<file path="src/rtl/peak_interval_timer_if.sv">
// Interval delivery bus between the peak interval timer and the BPM calculator.
// Ports: interval (CNT_W), interval_valid, interval_ready; master = timer side.
interface peak_interval_timer_if #(
    parameter int CNT_W = 8
);
    logic [CNT_W-1:0] interval;
    logic             interval_valid;
    logic             interval_ready;

    modport master (
        output interval,
        output interval_valid,
        input  interval_ready
    );

    modport slave (
        input  interval,
        input  interval_valid,
        output interval_ready
    );
endinterface

</file>
<file path="src/rtl/peak_interval_timer.sv">
// Peak-to-peak interval timer: counts ticks between accepted peaks, rejects
// peaks in the refractory window, abandons intervals at timeout and hands
// each interval to the BPM calculator over a valid/ready handshake.
// Ports: clk, rst (async, active high), en, tick, peak_detected, continuous,
//        bus (interval/interval_valid/interval_ready), rejected, timeout,
//        overrun (one-cycle registered pulses).
module peak_interval_timer #(
    parameter int CNT_W        = 8,
    parameter int MIN_INTERVAL = 8,
    parameter int MAX_INTERVAL = 75
) (
    input  logic                         clk,
    input  logic                         rst,
    input  logic                         en,
    input  logic                         tick,
    input  logic                         peak_detected,
    input  logic                         continuous,
    peak_interval_timer_if.master        bus,
    output logic                         rejected,
    output logic                         timeout,
    output logic                         overrun
);

    localparam logic [1:0] S_IDLE  = 2'd0;
    localparam logic [1:0] S_COUNT = 2'd1;
    localparam logic [1:0] S_HOLD  = 2'd2;

    localparam logic [CNT_W-1:0] MIN_C = CNT_W'(MIN_INTERVAL);
    localparam logic [CNT_W-1:0] MAX_C = CNT_W'(MAX_INTERVAL);

    logic [1:0]       state_q, state_d;
    logic [CNT_W-1:0] cnt_q, cnt_d;
    logic [CNT_W-1:0] interval_q, interval_d;
    logic             valid_q, valid_d;
    logic             rejected_q, rejected_d;
    logic             timeout_q, timeout_d;
    logic             overrun_q, overrun_d;

    logic xfer;

    assign xfer = valid_q & bus.interval_ready;

    always_comb begin
        state_d    = state_q;
        cnt_d      = cnt_q;
        interval_d = interval_q;
        valid_d    = valid_q;
        rejected_d = 1'b0;
        timeout_d  = 1'b0;
        overrun_d  = 1'b0;

        if (!en) begin
            state_d = S_IDLE;
            cnt_d   = '0;
            valid_d = 1'b0;
        end else begin
            // A capture below re-raises valid in the same cycle.
            if (xfer) begin
                valid_d = 1'b0;
            end

            case (state_q)
                S_IDLE: begin
                    if (peak_detected) begin
                        state_d = S_COUNT;
                        cnt_d   = '0;
                    end
                end

                S_COUNT: begin
                    if (peak_detected && cnt_q >= MIN_C) begin
                        // Peak wins over a same-cycle tick.
                        interval_d = cnt_q;
                        valid_d    = 1'b1;
                        overrun_d  = valid_q & ~bus.interval_ready;
                        if (continuous) begin
                            cnt_d = '0;
                        end else begin
                            state_d = S_HOLD;
                        end
                    end else begin
                        if (peak_detected) begin
                            rejected_d = 1'b1;
                        end
                        if (tick) begin
                            if (cnt_q == MAX_C) begin
                                timeout_d = 1'b1;
                                state_d   = S_IDLE;
                                cnt_d     = '0;
                            end else begin
                                cnt_d = cnt_q + CNT_W'(1);
                            end
                        end
                    end
                end

                S_HOLD: begin
                    if (xfer) begin
                        state_d = S_IDLE;
                    end
                end

                default: begin
                    state_d = S_IDLE;
                    cnt_d   = '0;
                end
            endcase
        end
    end

    always_ff @(posedge clk or posedge rst) begin
        if (rst) begin
            state_q    <= S_IDLE;
            cnt_q      <= '0;
            interval_q <= '0;
            valid_q    <= 1'b0;
            rejected_q <= 1'b0;
            timeout_q  <= 1'b0;
            overrun_q  <= 1'b0;
        end else begin
            state_q    <= state_d;
            cnt_q      <= cnt_d;
            interval_q <= interval_d;
            valid_q    <= valid_d;
            rejected_q <= rejected_d;
            timeout_q  <= timeout_d;
            overrun_q  <= overrun_d;
        end
    end

    assign bus.interval       = interval_q;
    assign bus.interval_valid = valid_q;
    assign rejected           = rejected_q;
    assign timeout            = timeout_q;
    assign overrun            = overrun_q;

endmodule

</file>
<file path="src/flat_wrapper.sv">
// flat-port wrapper written by rule: the top's interface ports become plain ports
module peak_interval_timer_flat 
#(
    parameter int CNT_W        = 8,
    parameter int MIN_INTERVAL = 8,
    parameter int MAX_INTERVAL = 75
)
  (clk, rst, en, tick, peak_detected, continuous, rejected, timeout, overrun, bus_interval, bus_interval_valid, bus_interval_ready);
  peak_interval_timer_if #(.CNT_W(CNT_W)) bus_i ();
  input  logic clk;
  input  logic rst;
  input  logic en;
  input  logic tick;
  input  logic peak_detected;
  input  logic continuous;
  output logic rejected;
  output logic timeout;
  output logic overrun;
  output wire logic [$bits(bus_i.interval)-1:0] bus_interval;
  output wire logic [$bits(bus_i.interval_valid)-1:0] bus_interval_valid;
  input wire logic [$bits(bus_i.interval_ready)-1:0] bus_interval_ready;
  assign bus_interval = bus_i.interval;
  assign bus_interval_valid = bus_i.interval_valid;
  assign bus_i.interval_ready = bus_interval_ready;
  peak_interval_timer #(.CNT_W(CNT_W), .MIN_INTERVAL(MIN_INTERVAL), .MAX_INTERVAL(MAX_INTERVAL)) u_core (.clk(clk), .rst(rst), .en(en), .tick(tick), .peak_detected(peak_detected), .continuous(continuous), .bus(bus_i), .rejected(rejected), .timeout(timeout), .overrun(overrun));
endmodule
</file>
<file path="config.mk">
export PLATFORM = sky130hd
export DESIGN_NAME = peak_interval_timer_flat
export DESIGN_NICKNAME = d
export VERILOG_FILES = /design/src/rtl/peak_interval_timer_if.sv /design/src/rtl/peak_interval_timer.sv /design/src/flat_wrapper.sv
export SDC_FILE = /design/constraint.sdc
export NUM_CORES = 1
export LEC_CHECK = 0
export ABC_AREA = 1
export BUFFER_PORTS_ARGS = -buffer_cell sky130_fd_sc_hd__buf_4
export CORE_ASPECT_RATIO = 1.5
export CORE_MARGIN = 3
export CORE_UTILIZATION = 50
export CTS_CLUSTER_DIAMETER = 150
export DETAILED_ROUTE_END_ITERATION = 7
export GPL_ROUTABILITY_DRIVEN = 0
export HOLD_SLACK_MARGIN = 0.02
export PLACE_DENSITY = 0.75
export SLEW_MARGIN = 20
export SYNTH_ARGS = -nofsm -noshare
export SYNTH_HDL_FRONTEND = slang
export SYNTH_SLANG_ARGS = --single-unit
export TNS_END_PERCENT = 50
</file>
<file path="constraint.sdc">
create_clock -name clk -period 1.9 [get_ports clk]
set_input_delay 0.285 -clock clk [delete_from_list [all_inputs] [get_ports clk]]
set_output_delay 0.285 -clock clk [all_outputs]
set_load 0.005 [all_outputs]
</file>
After elaboration in Yosys (flattened, before gate mapping)
Cells that the tools add are included.

Flip-flop bits (word level): 22. Bits of input ports: 7. Output and inout port bits: 12.

Add/sub/neg operators: 1. Magnitude comparators: 1. Equal/unequal tests: 10. Muxes and demuxes: 31. Bitwise operators: 3. Reduce and logical (&&, ||, !) cells: 5.

Operators with widths (count): $mux 8 (6); $pmux 8 s3 (1); $mux 1 (16); $mux 2 (7); $add 8x1->8 const B (1); $eq 8x7->1 const B (1); $ge 8x4->1 const B (1); $ne 4x4->1 const B (2); $pmux 2 s3 (1); $reduce_and 5->1 (1); $ne 4x2->1 const B (1); $ne 4x3->1 const B (1); $reduce_and 4->1 (1); $ne 3x2->1 const B (1); $ne 3x3->1 const B (1); $reduce_and 3->1 (1); $and 1x1->1 (2); $eq 2x1->1 const B (1); $eq 2x2->1 const B (1); $logic_not 2->1 (1); $ne 2x2->1 const B (1); $logic_and 1x1->1 (1); $not 1->1 (1).

Longest topological paths before layout
Depth in word-level cells: 6. Mapped depth: 10. Depth with buffers taken out: 10.

Worst setup path before layout
No wires, ideal clock.

Path kind: register to register. Start: register u_core.cnt_q[1]. End: register u_core.state_q[0]. Setup time: 0.065 ns. Data arrival time: 1.273 ns. Path slack: 0.562 ns. Stages on the path, launching flop included: 10. Buffers on the path: 0. Cell sequence: dfrtp_1 > ha_1 > nand2_1 > nor2_1 > nand2_1 > nand3_1 > nand3_1 > nor2_1 > nand2_1 > nand2_1.

Longest elaborated chain between the ends: 5.

Ends and longest elaborated chain: start: declaration (line peak_interval_timer.sv:32) `logic [CNT_W-1:0] cnt_q, cnt_d;`; start signal: assignment (line peak_interval_timer.sv:122) `cnt_q <= cnt_d;`; $ge 8x4->1 (line peak_interval_timer.sv:71) `if (peak_detected && cnt_q >= MIN_C) begin`; $logic_and 1x1->1 (line peak_interval_timer.sv:71); $mux 2 (line peak_interval_timer.sv:71); $pmux 2 s3 (line peak_interval_timer.sv:62) `case (state_q)`; $mux 2 (line peak_interval_timer.sv:52) `if (!en) begin`; end signal: assignment (line peak_interval_timer.sv:121) `state_q <= state_d;`; end: declaration (line peak_interval_timer.sv:31) `logic [1:0] state_q, state_d;`.

Several ways; a longest one is shown, not always the timed one. A chain may end at the register's enable or synchronous reset.

Worst setup path after layout
Start: register u_core.cnt_q[0]. End: register u_core.state_q[0].

Same word-level chain as after synthesis.

==> run summary <==
## Run status
• **outcome** finished clean

## Cells and area
• **most frequent cells in the layout** sky130_fd_sc_hd__nand2_1, sky130_fd_sc_hd__dfrtp_1, sky130_fd_sc_hd__buf_4
• **ant diodes** 0
• **fraction of final layout cells with drive strength greater than 1** 26.5%
• **number of nets in the finished design** 195
• **most common cell after layout, fill and taps aside** sky130_fd_sc_hd__nand2_1
• **utilization after layout** 63.8%
• **layout overhead on the synthesized area** 15.6%

## Clock network
• **total clock buffers created by CTS** 3
• **TritonCTS clock tree** done
• **H-tree depth** 1
• **CTS clock-pin slew for the worst setup and hold paths** 0.12 ns
• **root buffer selected by CTS** sky130_fd_sc_hd__clkbuf_4
• **insertion delay to the later sink of the worst-skew pair** 0.32 ns
• **maximum clock path buffer count** 2
• **total clock sinks** 22

## Timing
• **Final Slew Violations** 0
• **worst setup margin** 0.393 ns
• **unrepaired setup endpoints after global routing** false
• **setup tns final** 0 ns
• **hold violation total from the final report** 0
• **actual slew at the worst max-slew pin** 0.287 ns
• **Clock Skews** 0.00646 ns
• **share of the cycle needed by the critical path after routing** 79.3%
• **Period minus WS final** 1.51 ns
• **count of endpoints failing setup in the final report** 0
• **maximum clock frequency** 664 MHz
• **Slew headroom** 80.9%

## Setup path
• **worst endpoint required time** 2.17 ns
• **CP endpoint kind** flip-flop
• **Critical Path AT** 1.78 ns
• **maximum fanout count along the critical path** 6
• **kind of start point of the critical path** flip-flop
• **critical path class** reg2reg

## Power and ir drop
• **total net switching power** 339 uW
• **power density over cell area** 690 nW/um^2
• **share of total power in combinational logic** 23.9%
• **clock network fraction of total power** 25.4%
• **sequential cell fraction of total power** 50.7%
• **leakage dissipation** 0.000784 uW
• **Design Power** 1030 uW
• **worst vdd ir** 0.470 mV
• **fraction of power spent switching nets** 32.9%
• **Internal** 690 uW

## Yosys
• **number of different library cells in the post-synthesis netlist** 22
• **fraction of synthesized cell area in xor and xnor cells** 0.678%
• **synthesized area** 1290 sq um
• **Synth Area in Compound Gates** 7.95%
• **most area-consuming cells after synthesis** sky130_fd_sc_hd__dfrtp_1, sky130_fd_sc_hd__nand2_1, sky130_fd_sc_hd__nand3_1
• **net count after synthesis** 172
• **yosys synthesis warning count** 0
• **cell taking the most area after synthesis** sky130_fd_sc_hd__dfrtp_1
• **post-synthesis register bit count** 22
• **Post-Syn Instances** 163
• **syn avg cell area** 7.92 sq um
• **area share of the largest cell type after synthesis** 42.6%
• **sequential cell area fraction in the yosys report** 42.6%
• **Simple-Gate Fraction of Synth Area** 38.9%
• **share of synthesized area spent on multiplexers** 0%
• **adder and majority cell fraction of the synthesized area** 1.94%
• **main combinational cell family by area after synthesis** simple AND/OR/NAND/NOR gates

## Detailed routing
• **total routed wirelength** 2740 microns
• **number of routed nets with antenna violations** 0
• **DRC** 0
• **number of detailed-routing iterations run before antenna repair** 4
• **violation count after the first detailed-route iteration** 46
• **drt via density** 5.43
• **via count of the routed design** 1130
• **average routed wire per standard cell** 13.2 microns

## Placement
• **port bufs** 18
• **placed wire-length estimate** 2140 microns
• **Post-Place Setup Slack** 0.413 ns

## Floorplanning
• **area of the core** 2340 sq um
• **Core Rows** 21
• **overall die width** 47.5 microns
• **y dimension of the die** 68.2 microns
• **IO Pins** 19
• **initial core utilization** 55.2%
• **die outline area** 3240 sq um

## Job
• **reported max-cap violation count** 0

## Global routing
• **pin count of the biggest net entering global routing** 23
• **vias in the first global route** 1145
• **wire length of the first global-routing pass** 4680 microns
• **Overall Global Routing Usage** 20.2%
• **overflow left after global routing** 0
• **initial antenna violation count** 0

## Hold path
• **class of the tightest hold or removal check** in2reg

## state kept, by name, summed over array words and instances (netlist names)
register,cells
u_core.state_q,2
u_core.overrun,1
u_core.rejected,1
u_core.bus.interval,8
u_core.timeout,1
u_core.cnt_q,8
u_core.bus.interval_valid,1
## layer usage
layer | wire length (microns) | global-route usage [%] | vias up
met4 | 76 | 10.7 | 0
met3 | 123 | 2.63 | 8
met5 | 0 | 0 | -
met2 | 1520 | 37.4 | 31
met1 | 1030 | 20.6 | 531
li1 | - | - | 560
## through the flow
step	hold WS, ns	std cells	area (sq um)
3_5_place_dp	0.348	203	1450
4_1_cts	0.234	208	1490
2_1_floorplan	0.274	163	1290
3_3_place_gp	0.342	203	1450
5_1_grt	0.251	208	1490
6_report	0.238	208	1490
## power by group through the flow
stage	Combinational [uW]	Sequential (uW)	Clock [uW]
after floorplan	187	525	0
after global placement	238	530	0
after detailed placement	244	530	0
after CTS	247	522	264
after global routing	273	525	286
final	246	522	262
## cell type report
cell class	instances	area, sq um
clock buffers	4	36.3
fillers	213	846
inverters	23	86.3
multi-input cells	116	638
flip-flops and latches	22	551
well taps	23	28.8
repair buffers	20	153
## path summary, 6_finish.rpt
path / depth (start not counted) / slack [ns] / from / endpoint
hold reg to reg: 2 / 0.50 / u_core.bus.interval[7] / u_core.bus.interval[7]
setup reg to reg: 9 / 0.39 / u_core.cnt_q[0] / u_core.state_q[0]
setup / recovery: 9 / 0.39 / u_core.cnt_q[0] / u_core.state_q[0]
min in group asynchronous: 4 / 0.54 / rst / u_core.cnt_q[7]
hold / removal: 4 / 0.24 / bus_interval_ready / u_core.overrun
max in group asynchronous: 4 / 1.13 / rst / u_core.bus.interval[0]
## cells by family (layout without fill, tap and decap cells)
group           after synthesis  in the layout
simple gates                 97             97
buf+inv                      25             47
flops                        22             22
compound gates               16             16
fa+ha+maj                     2              2
xor+xnor                      1              1
## critical path: stages, from the launching register on
cell and delay, ns:
sky130_fd_sc_hd__dfrtp_1 0.42, sky130_fd_sc_hd__ha_1 0.29, sky130_fd_sc_hd__nand2_1 0.08, sky130_fd_sc_hd__nor2_1 0.10, sky130_fd_sc_hd__nand2_1 0.14, sky130_fd_sc_hd__nand3_1 0.14
sky130_fd_sc_hd__nand3_1 0.10, sky130_fd_sc_hd__nor2_1 0.09, sky130_fd_sc_hd__nand2_1 0.05, sky130_fd_sc_hd__nand2_1 0.05
## what timing repair did
action / in CTS / in global routing
endpoints found under the hold margin: 22 / 0
gates resized for setup: 0 / 0
buffers inserted: 0 / 0
hold buffers: 1 / 0
setup endpoints to repair: 0 / 0
## synthesized netlist by cell type
| cell type | n |
|---|---|
| sky130_fd_sc_hd__nor2_8 | 1 |
| sky130_fd_sc_hd__nor2_1 | 14 |
| sky130_fd_sc_hd__xor2_1 | 1 |
| sky130_fd_sc_hd__nand2_1 | 44 |
| sky130_fd_sc_hd__dfrtp_1 | 22 |
| sky130_fd_sc_hd__buf_2 | 1 |
| sky130_fd_sc_hd__ha_1 | 2 |
| sky130_fd_sc_hd__nor2_2 | 2 |
| sky130_fd_sc_hd__nand2_4 | 4 |
| sky130_fd_sc_hd__nand4_1 | 6 |
| sky130_fd_sc_hd__nand3_2 | 1 |
| sky130_fd_sc_hd__nor3_1 | 6 |
| sky130_fd_sc_hd__buf_6 | 1 |
| sky130_fd_sc_hd__inv_1 | 16 |
| sky130_fd_sc_hd__o21ai_0 | 2 |
| sky130_fd_sc_hd__nor2_4 | 1 |
| sky130_fd_sc_hd__inv_2 | 7 |
| sky130_fd_sc_hd__nand3_4 | 2 |
| sky130_fd_sc_hd__nand3_1 | 14 |
| sky130_fd_sc_hd__o21ai_1 | 8 |
| sky130_fd_sc_hd__o21ai_2 | 6 |
| sky130_fd_sc_hd__nand2_2 | 2 |
(Power assumes the default switching activity.)
